--- src/rtl/regfile_wb_scheduler.sv ---
// Register-file write-port scheduler: ALU/load writeback arbitration plus busy scoreboard.
// Build option WB_FIXED_PRIO_EN: ALU always wins over load, no round-robin pointer.
module regfile_wb_scheduler #(
  parameter int NREG = 16,
  parameter int AW   = 4,
  parameter int DW   = 8
) (
  input  logic            clk,
  input  logic            rst,
  input  logic            iss_valid,
  input  logic [AW-1:0]   iss_rs,
  input  logic [AW-1:0]   iss_rt,
  input  logic [AW-1:0]   iss_rd,
  input  logic            iss_wr,
  output logic            iss_stall,
  input  logic            alu_valid,
  input  logic [AW-1:0]   alu_rd,
  input  logic [DW-1:0]   alu_data,
  output logic            alu_ready,
  input  logic            mem_valid,
  input  logic [AW-1:0]   mem_rd,
  input  logic [DW-1:0]   mem_data,
  output logic            mem_ready,
  output logic            rf_we,
  output logic [AW-1:0]   rf_rd,
  output logic [DW-1:0]   rf_data,
  output logic [NREG-1:0] busy_vec,
  output logic            wb_err
);

  logic [NREG-1:0] r_busy;
  logic            r_rf_we;
  logic [AW-1:0]   r_rf_rd;
  logic [DW-1:0]   r_rf_data;
  logic            r_wb_err;

  logic            w_alu_xfer;
  logic            w_mem_xfer;
  logic            w_xfer;
  logic            w_issue;
  logic [AW-1:0]   w_g_rd;
  logic [DW-1:0]   w_g_data;
  logic [NREG-1:0] w_busy_nxt;

  // RAW on either source, WAW on the destination
  assign iss_stall = iss_valid &
                     (r_busy[iss_rs] | r_busy[iss_rt] | (iss_wr & r_busy[iss_rd]));
  assign w_issue   = iss_valid & ~iss_stall & iss_wr;

`ifdef WB_FIXED_PRIO_EN
  assign alu_ready = alu_valid;
  assign mem_ready = mem_valid & ~alu_valid;
`else
  // state    | meaning
  // PRIO_ALU | ALU wins a tie (reset value, or load granted last)
  // PRIO_MEM | load wins a tie (ALU granted last)
  typedef enum logic {PRIO_ALU, PRIO_MEM} prio_e;
  prio_e r_prio;
  prio_e w_prio_nxt;

  always_ff @(posedge clk) begin
    if (rst) r_prio <= PRIO_ALU;
    else     r_prio <= w_prio_nxt;
  end

  always_comb begin
    w_prio_nxt = r_prio;
    if (w_alu_xfer)      w_prio_nxt = PRIO_MEM;
    else if (w_mem_xfer) w_prio_nxt = PRIO_ALU;
  end

  assign alu_ready = alu_valid & (~mem_valid | (r_prio == PRIO_ALU));
  assign mem_ready = mem_valid & (~alu_valid | (r_prio == PRIO_MEM));
`endif

  assign w_alu_xfer = alu_ready;
  assign w_mem_xfer = mem_ready;
  assign w_xfer     = w_alu_xfer | w_mem_xfer;
  assign w_g_rd     = w_alu_xfer ? alu_rd   : mem_rd;
  assign w_g_data   = w_alu_xfer ? alu_data : mem_data;

  // A new claim on a register overrides the retiring write's clear
  always_comb begin
    w_busy_nxt = r_busy;
    if (r_rf_we) w_busy_nxt[r_rf_rd] = 1'b0;
    if (w_issue) w_busy_nxt[iss_rd]  = 1'b1;
  end

  always_ff @(posedge clk) begin
    if (rst) begin
      r_busy    <= '0;
      r_rf_we   <= 1'b0;
      r_rf_rd   <= '0;
      r_rf_data <= '0;
      r_wb_err  <= 1'b0;
    end else begin
      r_busy  <= w_busy_nxt;
      r_rf_we <= w_xfer;
      if (w_xfer) begin
        r_rf_rd   <= w_g_rd;
        r_rf_data <= w_g_data;
      end
      if (w_xfer & ~r_busy[w_g_rd]) r_wb_err <= 1'b1;
    end
  end

  assign rf_we    = r_rf_we;
  assign rf_rd    = r_rf_rd;
  assign rf_data  = r_rf_data;
  assign busy_vec = r_busy;
  assign wb_err   = r_wb_err;

endmodule

--- config.mk ---
export PLATFORM = sky130hd
export DESIGN_NAME = regfile_wb_scheduler
export DESIGN_NICKNAME = d
export VERILOG_FILES = /design/src/rtl/regfile_wb_scheduler.sv
export SDC_FILE = /design/constraint.sdc
export NUM_CORES = 1
export LEC_CHECK = 0
export BUFFER_PORTS_ARGS = -buffer_cell sky130_fd_sc_hd__buf_2
export CORE_MARGIN = 2
export CORE_UTILIZATION = 40
export DETAILED_ROUTE_END_ITERATION = 8
export GPL_ROUTABILITY_DRIVEN = 0
export PLACE_DENSITY_LB_ADDON = 0.3
export SYNTH_ARGS = -nofsm -noshare
export SYNTH_HDL_FRONTEND = slang
export SYNTH_SLANG_ARGS = --single-unit
--- constraint.sdc ---
create_clock -name clk -period 2.9 [get_ports clk]
set_input_delay 0.725 -clock clk [delete_from_list [all_inputs] [get_ports clk]]
set_output_delay 0.725 -clock clk [all_outputs]
set_load 0.01 [all_outputs]
Yosys cells after proc, flatten, opt, wreduce, memory -nomap -nowiden
Index checks and enable logic that the tools add are counted.
{"block": "totals", "regBits": 31, "output_inout_bits": 33, "word_cells": 54}
{"block": "op_classes", "magnitude_cmp": 7, "mux": 18, "bitwise": 20, "n_reduce_logical": 3}
{"cell": "2-to-1 mux 16 bit", "count": 2}
{"cell": "< comparator 4 x 5 -> 1 bit (second input constant)", "count": 5}
{"cell": "AND 16 bit", "count": 1}
{"cell": "binary-select mux 1 bit (select 4 bit)", "count": 4}
{"cell": "inverter 16 bit", "count": 1}
{"cell": "OR 16 bit", "count": 1}
{"cell": "demux 1 bit (select 4 bit)", "count": 2}
{"cell": "greater-or-equal comparator 4 x 1 -> 1 bit (second input constant)", "count": 2}
{"cell": "2-to-1 mux 1 bit", "count": 8}
{"cell": "2-to-1 mux 8 bit", "count": 1}
{"cell": "AND 1 bit", "count": 7}
{"cell": "inverter 1 bit", "count": 5}
{"cell": "OR 1 bit", "count": 5}
{"cell": "2-to-1 mux 4 bit", "count": 1}
{"cell": "logical AND 1 bit", "count": 2}
{"cell": "nonzero test 2 bit", "count": 1}

Longest topological paths before layout
{"block": "logic_depth", "word_depth": 9, "ltp_mapped": 7, "ltp_nobuf": 6}

Worst setup path before layout
Ideal clock, no wire load.
{"block": "synth_timing", "kind": "input to output", "start": "in iss_rt[2]", "end": "out iss_stall", "arrival_ps": 2038, "setup_slack_ps": 137, "cell_stages": 6, "cell_sequence": "buf_6 > mux2_1 > mux4_2 > nand2_1 > o21ai_0 > o31a_1"}
{"block": "synth_via", "elab_chain_cells": 5}
{"item": "start, declared", "line_no": "12", "source": "input logic [AW-1:0] iss_rt,"}
{"item": "binary-select mux 1 bit (select 4 bit)", "line_no": "47", "source": "(r_busy[iss_rs] | r_busy[iss_rt] | (iss_wr & r_busy[iss_rd]));"}
{"item": "2-to-1 mux 1 bit (implied by the code)", "line_no": "47"}
{"item": "OR 1 bit (2 in a row)", "line_no": "47"}
{"item": "AND 1 bit", "line_no": "46", "source": "assign iss_stall = iss_valid &"}
{"item": "end, declared", "line_no": "15", "source": "output logic iss_stall,"}
Every way passes these cells. The select of a mux whose other input is x is not followed.

Final worst setup path
Ends and elaborated chain as after synthesis.

==> summary by stage <==
Floorplanning
The die width is 79.1 µm. The initial core utilization is 41.2%. The initialized floorplan defines 27 standard-cell rows. The area of the die is 6260 µm². The area of the placeable core is 5470 µm². Pin placement for this block handled 75 I/O pins. The height of the die is 79.1 µm.

Synth
The proportion of synthesized chip area in sequential cells is 27.5%. The number of unique standard cell types used by synthesis is 43. After synthesis the cells add up to 2260 µm². The net count of the mapped netlist is 295. The biggest area contributor in the post-synthesis netlist is dfxtp_1. The average cell area after synthesis is 8.92 µm². Summed over its instances, the top area cell type makes up 27.5% of the synthesized netlist area. During synthesis, Yosys emitted a total of 0 warnings. The post-synthesis register bit count is 31. Counting every instance in the synthesized netlist gives 253. After synthesis, the cell types taking the most area are dfxtp_1 (28%), mux2i_1 (8.0%), mux4_2 (8.0%).

Layout
In the layout the commonest cells are buf_2 (72), dfxtp_1 (31), nand2_1 (19). Of the cells placed in the final design, the portion with a size suffix greater than 1 is 42.1%. The area of all placed cells without fillers is 2920 µm².

The post-synthesis to final-layout area growth is 29.4%. The most frequent standard cell in the layout excluding fill and tap cells is buf_2. 0 antenna diodes ended up in the layout. The number of nets in the layout is 376.

Run status
The run finished with clean final reports.

Clock tree
For this design, the CTS-stage hold fixing added 0 buffers. The number of levels the H-tree was split into is 2. The clock insertion delay at the later pin of the skew report is 0.28 ns.

The number of CTS-inserted buffers is 5. Clock tree synthesis found a total of 31 sinks. In this run the deepest clock path goes through 2 buffers.

The clock input transition at the sequential cells of the worst setup and hold paths is 0.06 ns. TritonCTS built the clock tree. The clock tree root buffer cell is clkbuf_8.

Drt
After detailed routing, the total wire length is 6720 µm. The number of detailed-routing iterations run before antenna repair is 4. The routed layout has 2338 vias. Dividing the detail-routed wire length by the instance count gives 16.5 µm. For this block, the initial DRC count from the detailed router was 191. In this run the remaining antenna-violating nets after routing total 0. The mean number of vias per cell is 5.74. For this run, design rule violations remaining after detail routing come to 0.

Timing
The part of the cycle the worst path needs is 99.9%. At the pin with the least slew margin, the transition time is 0.500 ns. Setup repair after global routing could not meet its margin everywhere. The worst-case clock skew is 0.00640 ns. The setup violation total in the final timing report is 0. Based on the critical path, the design can be clocked at up to 345 MHz. The hold violation total from the final report was 0. The number of slew-limit violations in the final report is 0.

The max-slew headroom at the worst pin is 65.7%. The post-layout minimum cycle time is 2.90 ns. The worst hold margin is 0.583 ns.

Global route
The wire length of the first global-routing pass is 10800 µm. The initial antenna violation count is 0. Entering global routing, the biggest net connects 31 pins. For this run the aggregate overflow at the end of global routing stands at 0. The total routing usage reported by global routing is 22.0%.

The via count of the first global-routing pass was 2194.

Power
Dividing total power by cell area gives a power density of 398 nW/µm². Total power for the finished layout comes to 0.00116 W. VDD sags by at most 260 µV. Summed over all cells, the static leakage comes to 1.30 nW.

Setup path
The launch instance of the worst register-to-register path is busy_vec[11]$_SDFF_PP0_. STA classifies the critical path startpoint as an input pin. The endpoint of the worst register-to-register path is busy_vec[14]$_SDFF_PP0_.

The signal arrival time at the worst endpoint is 2.17 ns. STA classifies the critical path endpoint as a primary output. At the worst endpoint, the required time is 2.17 ns. The critical path in this run is classified as in2out. In this run the register-to-register setup slack is 0.44 ns. In this run the worst path has a maximum fanout of 7. Counting cells, the worst reg-to-reg path comes to 8.

Placed design
After detailed placement, the total cell area comes to 2750 µm². Summed over all nets, the half-perimeter wirelength after detailed placement is 4980 µm. The count of buffers from port buffering is 74.

Job
The number of max-capacitance violations reported is 0.

Worst hold path
In this run the most critical hold path is launched from rf_rd[1]$_SDFFE_PP0P_. Counting instances, the worst hold path has a depth of 2. The min-delay analysis places its worst path in the category reg2reg.

The worst min-delay path endpoint is rf_rd[1]$_SDFFE_PP0P_.
kinds of logic (layout without fill, tap and decap cells):
kind of cell	count (synthesis)	after routing	synth area share, %
simple gates	77	77	17.4
compound gates	80	80	28.9
mux	34	34	20.0
flops	31	31	27.5
buf+inv	31	113	6.21
where the power goes:
part           internal [W]  total, W  switching [W]  leakage (nW)
Combinational      0.000117  0.000258       0.000142         0.981
Sequential         0.000448  0.000470      0.0000229         0.254
Clock              0.000278  0.000434       0.000157        0.0612
worst max-delay path by stage:
stage,from,endpoint
6_report,iss_rt[2],iss_stall
5_1_grt,iss_rs[1],iss_stall
4_1_cts,iss_rt[2],iss_stall
3_5_place_dp,iss_rt[2],iss_stall
3_3_place_gp,iss_rs[1],iss_stall
2_1_floorplan,iss_rt[2],iss_stall
synthesized netlist by cell type (all sizes together):
cell type	number
nand2b	4
a311oi	2
nor2	17
mux2	8
a22oi	1
o221a	9
nor3b	4
o2bb2ai	1
nand2	22
inv	12
nand3	16
a21oi	10
a21bo	1
a21boi	1
a221oi	1
o211a	1
a31oi	12
nor2b	4
dfxtp	31
o211ai	10
o311ai	5
a211oi	4
and3	1
mux4	8
mux2i	18
or2	1
o22ai	2
o31a	1
o21ai	2
o31ai	16
clkinv	1
a2bb2oi	1
and2	1
buf	7
clkbuf	11
nand3b	7
critical path, cell delays in order:
cell,delay [ns]
buf_6,0.11
mux2_2,0.33
mux4_2,0.48
nand2_2,0.08
o21ai_2,0.06
o31a_1,0.25
buf_2,0.14
area by class of cell:
| class | count | area [µm²] |
|---|---|---|
| Timing Repair Buffer | 92 | 522 |
| Fill cell | 556 | 2550 |
| Clock inverter | 2 | 35.0 |
| Inverter | 13 | 48.8 |
| Tap cell | 72 | 90.1 |
| Clock buffer | 6 | 82.6 |
| Sequential cell | 31 | 621 |
| Multi-Input combinational cell | 191 | 1520 |
repair_timing:
action / CTS / global route
setup buffers: 1 / 1
endpoints found under the setup margin: 1 / 1
pin swaps: 2 / 0
gates resized for setup: 12 / 1
registers in the layout, summed over array words and instances (netlist names):
name      count
rf_rd         4
busy_vec     16
rf_we         1
wb_err        1
rf_data       8
r_prio        1
metal layers:
metal	part of all wire [%]	vias up	global-route usage, %
li1	-	1140	-
met1	46	1095	30.5
met2	46	88	33.6
met3	6.2	15	3.98
met4	2.3	0	9.14
met5	0	-	0
per-stage QoR:
stage | setup slack (ns) | cells | utilization (%) | TNS, ns
finish | 0.00343 | 407 | 53.3 | 0
global route | -0.0252 | 407 | 53.3 | -0.0252
CTS | 0.00915 | 406 | 53.1 | 0
detailed placement | -0.157 | 397 | 50.2 | -0.157
global placement | -0.0884 | 397 | 50.2 | -0.0884
floorplan | 0.137 | 253 | - | 0
Note: power is estimated with default switching activity, not from simulation.
